`src/rtl/serial_tx_buffered.sv`:
```
// serial_tx_buffered: 8N1 UART transmitter fed by a small FIFO, with a block input that holds off new frames
module serial_tx_buffered #(
    parameter int CLK_PER_BIT = 50,
    parameter int DEPTH = 4
) (
    input  logic       clk,
    input  logic       rst_n,
    input  logic [7:0] data,
    input  logic       new_data,
    input  logic       block,
    output logic       full,
    output logic       busy,
    output logic       tx
);
    localparam int AW = $clog2(DEPTH);
    localparam int TW = $clog2(CLK_PER_BIT);
    typedef enum logic [1:0] {IDLE, START, DATA, STOP} state_t;
    state_t state_q, state_d;
    logic [7:0] mem_q [DEPTH];
    logic [AW-1:0] wptr_q, rptr_q;
    logic [AW:0] count_q, count_d;
    logic [TW-1:0] timer_q, timer_d;
    logic [2:0] idx_q, idx_d;
    logic [7:0] shift_q, shift_d;
    logic full_q, busy_q, tx_q, tx_d;
    logic wr, pop, bit_end, can_start;
    assign wr = new_data && !full_q;
    assign bit_end = timer_q == TW'(CLK_PER_BIT - 1);
    assign can_start = count_q != '0 && !block;
    assign full = full_q;
    assign busy = busy_q;
    assign tx = tx_q;
    always_comb begin
        state_d = state_q;
        timer_d = timer_q + 1'b1;
        idx_d = idx_q;
        shift_d = shift_q;
        pop = 1'b0;
        case (state_q)
            IDLE: begin
                timer_d = '0;
                if (can_start) begin
                    pop = 1'b1;
                    shift_d = mem_q[rptr_q];
                    state_d = START;
                end
            end
            START: if (bit_end) begin
                timer_d = '0;
                idx_d = '0;
                state_d = DATA;
            end
            DATA: if (bit_end) begin
                timer_d = '0;
                shift_d = shift_q >> 1;
                idx_d = idx_q + 3'd1;
                state_d = idx_q == 3'd7 ? STOP : DATA;
            end
            STOP: if (bit_end) begin
                timer_d = '0;
                pop = can_start;
                shift_d = can_start ? mem_q[rptr_q] : shift_q;
                state_d = can_start ? START : IDLE;
            end
            default: state_d = IDLE;
        endcase
        count_d = count_q + (AW+1)'(wr) - (AW+1)'(pop);
        tx_d = state_d == START ? 1'b0 : state_d == DATA ? shift_d[0] : 1'b1;
    end
    always_ff @(posedge clk) begin
        if (!rst_n) begin
            state_q <= IDLE;
            wptr_q <= '0;
            rptr_q <= '0;
            count_q <= '0;
            timer_q <= '0;
            idx_q <= '0;
            shift_q <= '0;
            full_q <= 1'b0;
            busy_q <= 1'b0;
            tx_q <= 1'b1;
        end else begin
            state_q <= state_d;
            wptr_q <= wr ? wptr_q + 1'b1 : wptr_q;
            rptr_q <= pop ? rptr_q + 1'b1 : rptr_q;
            count_q <= count_d;
            timer_q <= timer_d;
            idx_q <= idx_d;
            shift_q <= shift_d;
            full_q <= count_d == (AW+1)'(DEPTH);
            busy_q <= state_d != IDLE || count_d != '0;
            tx_q <= tx_d;
        end
    end
    always_ff @(posedge clk) begin
        if (wr) mem_q[wptr_q] <= data;
    end
endmodule

```
`config.mk`:
```
export PLATFORM = sky130hd
export DESIGN_NAME = serial_tx_buffered
export DESIGN_NICKNAME = d
export VERILOG_FILES = /design/src/rtl/serial_tx_buffered.sv
export SDC_FILE = /design/constraint.sdc
export NUM_CORES = 1
export LEC_CHECK = 0
export ABC_CLOCK_PERIOD_IN_PS = 3610
export BUFFER_PORTS_ARGS = -buffer_cell sky130_fd_sc_hd__buf_2
export CORE_ASPECT_RATIO = 0.6
export CORE_MARGIN = 8
export CORE_UTILIZATION = 35
export DETAILED_ROUTE_END_ITERATION = 8
export GPL_TIMING_DRIVEN = 0
export SLEW_MARGIN = 20
export SYNTH_ARGS = -nofsm -noshare
export SYNTH_HDL_FRONTEND = slang
export SYNTH_SLANG_ARGS = --single-unit
```
`constraint.sdc`:
```
create_clock -name clk -period 3.61 [get_ports clk]
set_clock_uncertainty 0.05 [all_clocks]
set_input_delay 0.5415 -clock clk [delete_from_list [all_inputs] [get_ports clk]]
set_output_delay 0.5415 -clock clk [all_outputs]
set_load 0.01 [all_outputs]
```
==> flow_metrics.env, run 1 <==
export IMPL_grt_use_total_pct=10.3
export IMPL_vias=1783
export IMPL_start_kind="flip-flop"
export IMPL_floorplan_die_height_microns=86.1
export IMPL_hold_violations=0
export IMPL_tns_setup_ns=0
export IMPL_synthToLayoutAreaGrowth_pct=18.7
export IMPL_worst_ir_drop_vdd_v=0.000328
export IMPL_io_buffers=14
export IMPL_number_of_enable_flip_flop_cells_after_synthesis=32
export IMPL_num_clock_sinks=63
export IMPL_clkTransAtPathRegs_ns=0.06
export IMPL_drive_gt1_share_pct=21.6
export IMPL_synthCells=225
export IMPL_synth_largest_area_cell="edfxtp_1"
export IMPL_yosys_register_bits=63
export IMPL_drt_iter0_markers=88
export IMPL_finalMaxSlewViolations=0
export IMPL_cts_htree_levels=3
export IMPL_hpwl_microns=3740
export IMPL_num_nets_final=278
export IMPL_grt_pass1_vias=1783
export IMPL_drt_pre_antenna_iters=4
export IMPL_diodes=0
export IMPL_row_count=25
export IMPL_clock_root_buffer="clkbuf_16"
export IMPL_crit_path_max_fanout=10
export IMPL_worstPathArrival_ns=3.54
export IMPL_post_synthesis_sequential_area_ratio_pct=55.2
export IMPL_antenna_left=0
export IMPL_setup_violations_final=0
export IMPL_yosysUniqueCellTypes=48
export IMPL_synthMostInstantiatedCell="edfxtp_1"
export IMPL_synth_nets=253
export IMPL_post_synth_top_area_fraction_pct=33.6
export IMPL_synth_avg_cell_area_sq_um=12.7
export IMPL_final_design_area_no_fill_sq_mm=0.00340
export IMPL_gp_routability_congestion=0.791
export IMPL_worst_path_max_delay_cell="dfxtp_1"
export IMPL_setup_worst_path_end_class="flip-flop"
export IMPL_placeableCoreArea_sq_mm=0.00791
export IMPL_count_of_pins_on_the_block_boundary=15
export IMPL_routed_via_density=4.91
export IMPL_initial_core_utilization_pct=36.2
export IMPL_wl_per_cell_microns=15.1
export IMPL_postCtsHoldBufs=0
export IMPL_max_stage_delay_on_crit_path_ns=0.48
export IMPL_place_area_sq_mm=0.00307
export IMPL_die_width_microns=133
export IMPL_maxClockFrequency_mhz=295
export IMPL_detail_route_wirelength_microns=5470
export IMPL_num_fill_cells=717
export IMPL_powerDensity_mw_per_mm2=815
export IMPL_clock_insertion_delay_worst_skew_ns=0.33
export IMPL_post_route_min_period_ns=3.39
export IMPL_yosys_top_cells_area="edfxtp_1, dfxtp_1, ha_1"
export IMPL_synthTopCellsByCount="edfxtp_1, dfxtp_1, nor2_1"
export IMPL_ctsResizeCount=0
export IMPL_synth_top_flop_cell="edfxtp_1"
export IMPL_critPathTopFamily="adder cells"
export IMPL_cts_buffers_inserted=9
export IMPL_power_leakage_uw=0.00121
export IMPL_hp_class="in -> reg"
export IMPL_netlist_area_sq_mm=0.00286
export IMPL_global_route_overflow_total=0
export IMPL_overall_die_area_sq_mm=0.0114
export IMPL_status="finished clean"
export IMPL_cts_repair_timing_setup_buffer_count=0
export IMPL_grt_start_max_net_pins=14
export IMPL_relSlewSlack_pct=53.7
export IMPL_cp_cell_sequence="inv_1, ha_1, buf_1, a31oi_1, buf_2, nor4_4, ha_1, inv_1, ha_1, inv_1, fa_1, xnor2_1, xnor2_1, o41a_1"
export IMPL_total_of_warnings_raised_by_yosys=0
export IMPL_max_clock_path_buffers=2
export IMPL_critical_path_buf_inv_count=5
export IMPL_critical_path_required_ns=3.77
export IMPL_critPathKind="reg -> reg"
export IMPL_drc_errors=0
export IMPL_tritoncts="yes"
export IMPL_unrepaired_setup_endpoints_after_global_routing="false"
export IMPL_grt_pass1_wl_microns=9110
export IMPL_antenna_found_initial=0
export IMPL_synth_async_sr_flop_share_pct=0
export IMPL_max_cap_violations=0
export IMPL_final_min_period_over_clock_period_pct=93.9
export IMPL_max_slew_worst_pin_slew_ns=0.689
-- cells in the final DEF (no fill, tap or decap), types with 6 or more instances in the layout --
cell type / Yosys / layout
mux2i_1: 6 / 6
clkbuf_16: 0 / 9
ha_1: 15 / 15
a22o_1: 6 / 6
dfxtp_1: 31 / 31
nand2_1: 12 / 12
and2_1: 7 / 7
buf_2: 3 / 17
o21ai_0: 13 / 13
inv_1: 10 / 10
edfxtp_1: 32 / 32
nor2_1: 20 / 20
mux4_2: 8 / 8
xnor2_1: 7 / 7
-- worst paths after layout --
path              startpoint  cells after the start           to  slack (ns)
setup / recovery  state_q[1]                     14         busy        0.22
hold / removal       data[6]                      1  mem_q[1][6]        0.38
setup reg to reg  state_q[1]                     14         busy        0.22
hold reg to reg   timer_q[0]                      1   timer_q[0]        0.43
-- sequential cells by signal (all words and copies together) (netlist names), 2 cells and up, named ones only --
name     count
mem_q       32
count_q      3
idx_q        3
timer_q      6
shift_q      8
state_q      2
wptr_q       2
rptr_q       2
-- worst register-to-register path, stage by stage, from the launching register on --
cell and delay, ns:
dfxtp_1 0.48, inv_1 0.14, ha_1 0.20, buf_1 0.24, a31oi_1 0.25, buf_2 0.25
nor4_4 0.06, ha_1 0.29, inv_1 0.06, ha_1 0.12, inv_1 0.05, fa_1 0.37
xnor2_1 0.15, xnor2_1 0.15, o41a_1 0.41
-- final cells by class --
class	instances	area, sq um	area share, %
inverter	10	37.5	1.10
clock inverter	7	104	3.06
timing repair buffer	14	70.1	2.06
sequential	63	1580	46.5
multi-input combinational	142	1200	35.2
clock buffer	9	225	6.63
tap	108	135	3.98
buffer	10	48.8	1.44
-- power breakdown --
group / internal (uW) / leakage (uW) / total, uW / switching (uW)
clock: 612 / 0.000161 / 940 / 328
combinational: 376 / 0.000506 / 880 / 504
sequential: 875 / 0.000546 / 950 / 75.1
-- metal layers --
layer  share of wire (%)  vias to the layer above  track usage [%]
li1                    -                      877                -
met1                  52                      863             14.0
met2                  42                       31             14.3
met3                 4.2                       12             3.79
met4                 1.8                        0             4.51
met5                   0                        -                0
-- through the flow --
step	utilization, %	total power, uW	hold WS [ns]	setup slack [ns]	instances
floorplan	-	1630	0.383	0.571	225
global placement	38.8	1820	0.405	0.258	347
detailed placement	38.8	1840	0.416	0.257	347
CTS	42.9	2790	0.374	0.233	363
global route	42.9	2930	0.373	0.00841	363
finish	42.9	2770	0.377	0.222	363
-- kinds of logic after synthesis --
group,share of synthesized area (%)
adder cells (fa/ha/maj),7.25
XOR/XNOR,2.75
flip-flops,55.2
AO/OA/AOI/OAI,10.4
AND/OR/NAND/NOR,13.0
buffers and inverters,3.01
multiplexers,8.39
Power figures use the tool's default switching activity.
==> inputs of run 2 (changes only) <==
BUFFER_PORTS_ARGS = -buffer_cell sky130_fd_sc_hd__clkbuf_2   (was -buffer_cell sky130_fd_sc_hd__buf_2)
==> run 2 against run 1 <==
Net effect: core utilization rose by 0.11 points; via count hardly changed; clock power barely moved; worst hold slack better by 0.0051 ns; largest power group unchanged; die area is the same; count of clock-buffer cells in the layout unchanged; flip-flop and latch count stayed put; setup slack improved by 0.071 ns; sequential share of layout area fell by 0.12 points; register-to-register slack better by 0.07 ns; global-route usage is 0.42 points lower; wire length fell by 2.3%; critical endpoint unchanged.
==> flow_metrics.env, run 2 (synthesized netlist as in run 1, its figures left out) <==
export IMPL_status="finished clean"
export IMPL_ff2ff_setup_slack_ns=0.29
export IMPL_final_min_period_over_clock_period_pct=91.9
export IMPL_num_nets_final=278
export IMPL_tritoncts="yes"
export IMPL_setup_worst_path_end_class="flip-flop"
export IMPL_post_route_min_period_ns=3.32
export IMPL_drt_iter0_markers=76
export IMPL_worst_ir_drop_vdd_v=0.000469
export IMPL_antenna_left=0
export IMPL_commonest_non_fill_non_tap_cell_in_the_layout="edfxtp_1"
export IMPL_multi_input_comb_area_sq_mm=0.00120
export IMPL_max_cap_violations=0
export IMPL_vias=1784
export IMPL_count_of_pins_on_the_block_boundary=15
export IMPL_grt_use_total_pct=9.91
export IMPL_overall_die_area_sq_mm=0.0114
export IMPL_hpwl_microns=3780
export IMPL_start_kind="flip-flop"
export IMPL_drive_gt1_share_pct=22.0
export IMPL_cts_buffers_inserted=9
export IMPL_worst_hold_path_num_cells=1
export IMPL_diodes=0
export IMPL_postLayoutCoreUtil_pct=43.1
export IMPL_critPathKind="reg -> reg"
export IMPL_num_clock_sinks=63
export IMPL_hold_violations=0
export IMPL_num_fill_cells=721
export IMPL_cts_repair_timing_setup_buffer_count=0
export IMPL_setup_violations_final=0
export IMPL_worstPathArrival_ns=3.47
export IMPL_timing_reg2reg_worst_path_depth=14
export IMPL_cts_htree_levels=3
export IMPL_max_clock_path_buffers=2
export IMPL_detail_route_wirelength_microns=5340
export IMPL_die_width_microns=133
export IMPL_crit_path_max_fanout=10
export IMPL_grt_start_max_net_pins=14
export IMPL_finalMaxSlewViolations=0
export IMPL_drc_errors=0
export IMPL_grt_pass1_wl_microns=8830
export IMPL_hp_class="in -> reg"
export IMPL_unrepaired_setup_endpoints_after_global_routing="false"
export IMPL_relSlewSlack_pct=52.5
export IMPL_initial_core_utilization_pct=36.2
export IMPL_max_slew_worst_pin_slew_ns=0.708
export IMPL_holdPathEnd="mem_q[2][6]"
export IMPL_hold_path_startpoint="data[6]"
export IMPL_grt_pass1_vias=1814
export IMPL_routed_via_density=4.91
export IMPL_critical_path_required_ns=3.77
export IMPL_clock_insertion_delay_worst_skew_ns=0.33
export IMPL_maxClockFrequency_mhz=301
export IMPL_drt_pre_antenna_iters=4
export IMPL_largest_reg_flops=32
export IMPL_most_common_layout_cells="edfxtp_1, dfxtp_1, nor2_1, ha_1, clkbuf_2"
export IMPL_biggestRegsByFlops="mem_q (32), shift_q (8), timer_q (6)"
export IMPL_gp_routability_congestion=0.798
export IMPL_synthToLayoutAreaGrowth_pct=19.0
export IMPL_clock_root_buffer="clkbuf_16"
export IMPL_row_count=25
export IMPL_antenna_found_initial=0
export IMPL_wl_per_cell_microns=14.7
export IMPL_placeableCoreArea_sq_mm=0.00791
export IMPL_clkTransAtPathRegs_ns=0.06
export IMPL_power_leakage_uw=0.00122
export IMPL_floorplan_die_height_microns=86.1
export IMPL_global_route_overflow_total=0
export IMPL_io_buffers=14
export IMPL_worstReg2RegStart="state_q[1]"
export IMPL_worst_r2r_endpoint="busy"
export IMPL_powerDensity_mw_per_mm2=813
export IMPL_tns_setup_ns=0
export IMPL_regMostFlops="mem_q"
export IMPL_ff_latch_area_sq_mm=0.00158
==> run 2: worst max-delay path by stage <==
stage	start	end	slack, ns	cells past startpoint
after floorplan	state_q[1]	busy	0.57	14
after global placement	state_q[1]	busy	0.26	14
after detailed placement	state_q[1]	busy	0.27	14
after CTS	state_q[1]	busy	0.25	14
after global routing	state_q[1]	busy	0.04	14
final	state_q[1]	busy	0.29	14
==> run 2: repair_timing <==
item | in CTS | in global routing
setup endpoints to repair | 0 | 1
resized for setup | 0 | 2
hold buffers | 0 | 0
==> run 2: critical path, cell delays in order (launching register included) <==
cell      delay (ns)
dfxtp_1         0.46
inv_1           0.12
ha_1            0.19
buf_1           0.23
a31oi_2         0.25
clkbuf_4        0.24
nor4_4          0.05
ha_1            0.28
inv_1           0.06
ha_1            0.13
inv_1           0.05
fa_1            0.37
xnor2_1         0.14
xnor2_1         0.15
o41a_1          0.41
==> run 2: cell type report <==
cell class / count / share of cell area, %
multi-input cells: 142 / 35.3
plain buffers: 10 / 1.51
clock inverters: 7 / 3.05
well taps: 108 / 3.97
clock buffers: 9 / 6.61
repair buffers: 14 / 2.06
flip-flops and latches: 63 / 46.4
inverters: 10 / 1.10
==> run 2: through the flow <==
step	hold slack [ns]	setup slack [ns]	std cells	total power, uW	area [sq um]
floorplan	0.383	0.571	225	1630	2860
global placement	0.405	0.259	347	1820	3070
detailed placement	0.416	0.271	347	1830	3070
CTS	0.373	0.250	363	2790	3400
global route	0.383	0.0439	363	2930	3410
finish	0.382	0.293	363	2770	3410
==> run 2: report_power, final <==
part / internal (uW) / switching (uW) / leakage (uW)
Clock: 612 / 327 / 0.000161
Combinational: 381 / 497 / 0.000509
Sequential: 875 / 77.1 / 0.000546
Total: 1870 / 901 / 0.00122
==> run 2: metal layers <==
layer  global-route usage (%)  wire length (microns)  up-vias
li1                         -                      -      879
met1                     12.9                   2750      860
met2                     14.2                   2270       36
met3                     3.50                    242        9
met4                     4.92                     78        0
met5                        0                      0        -
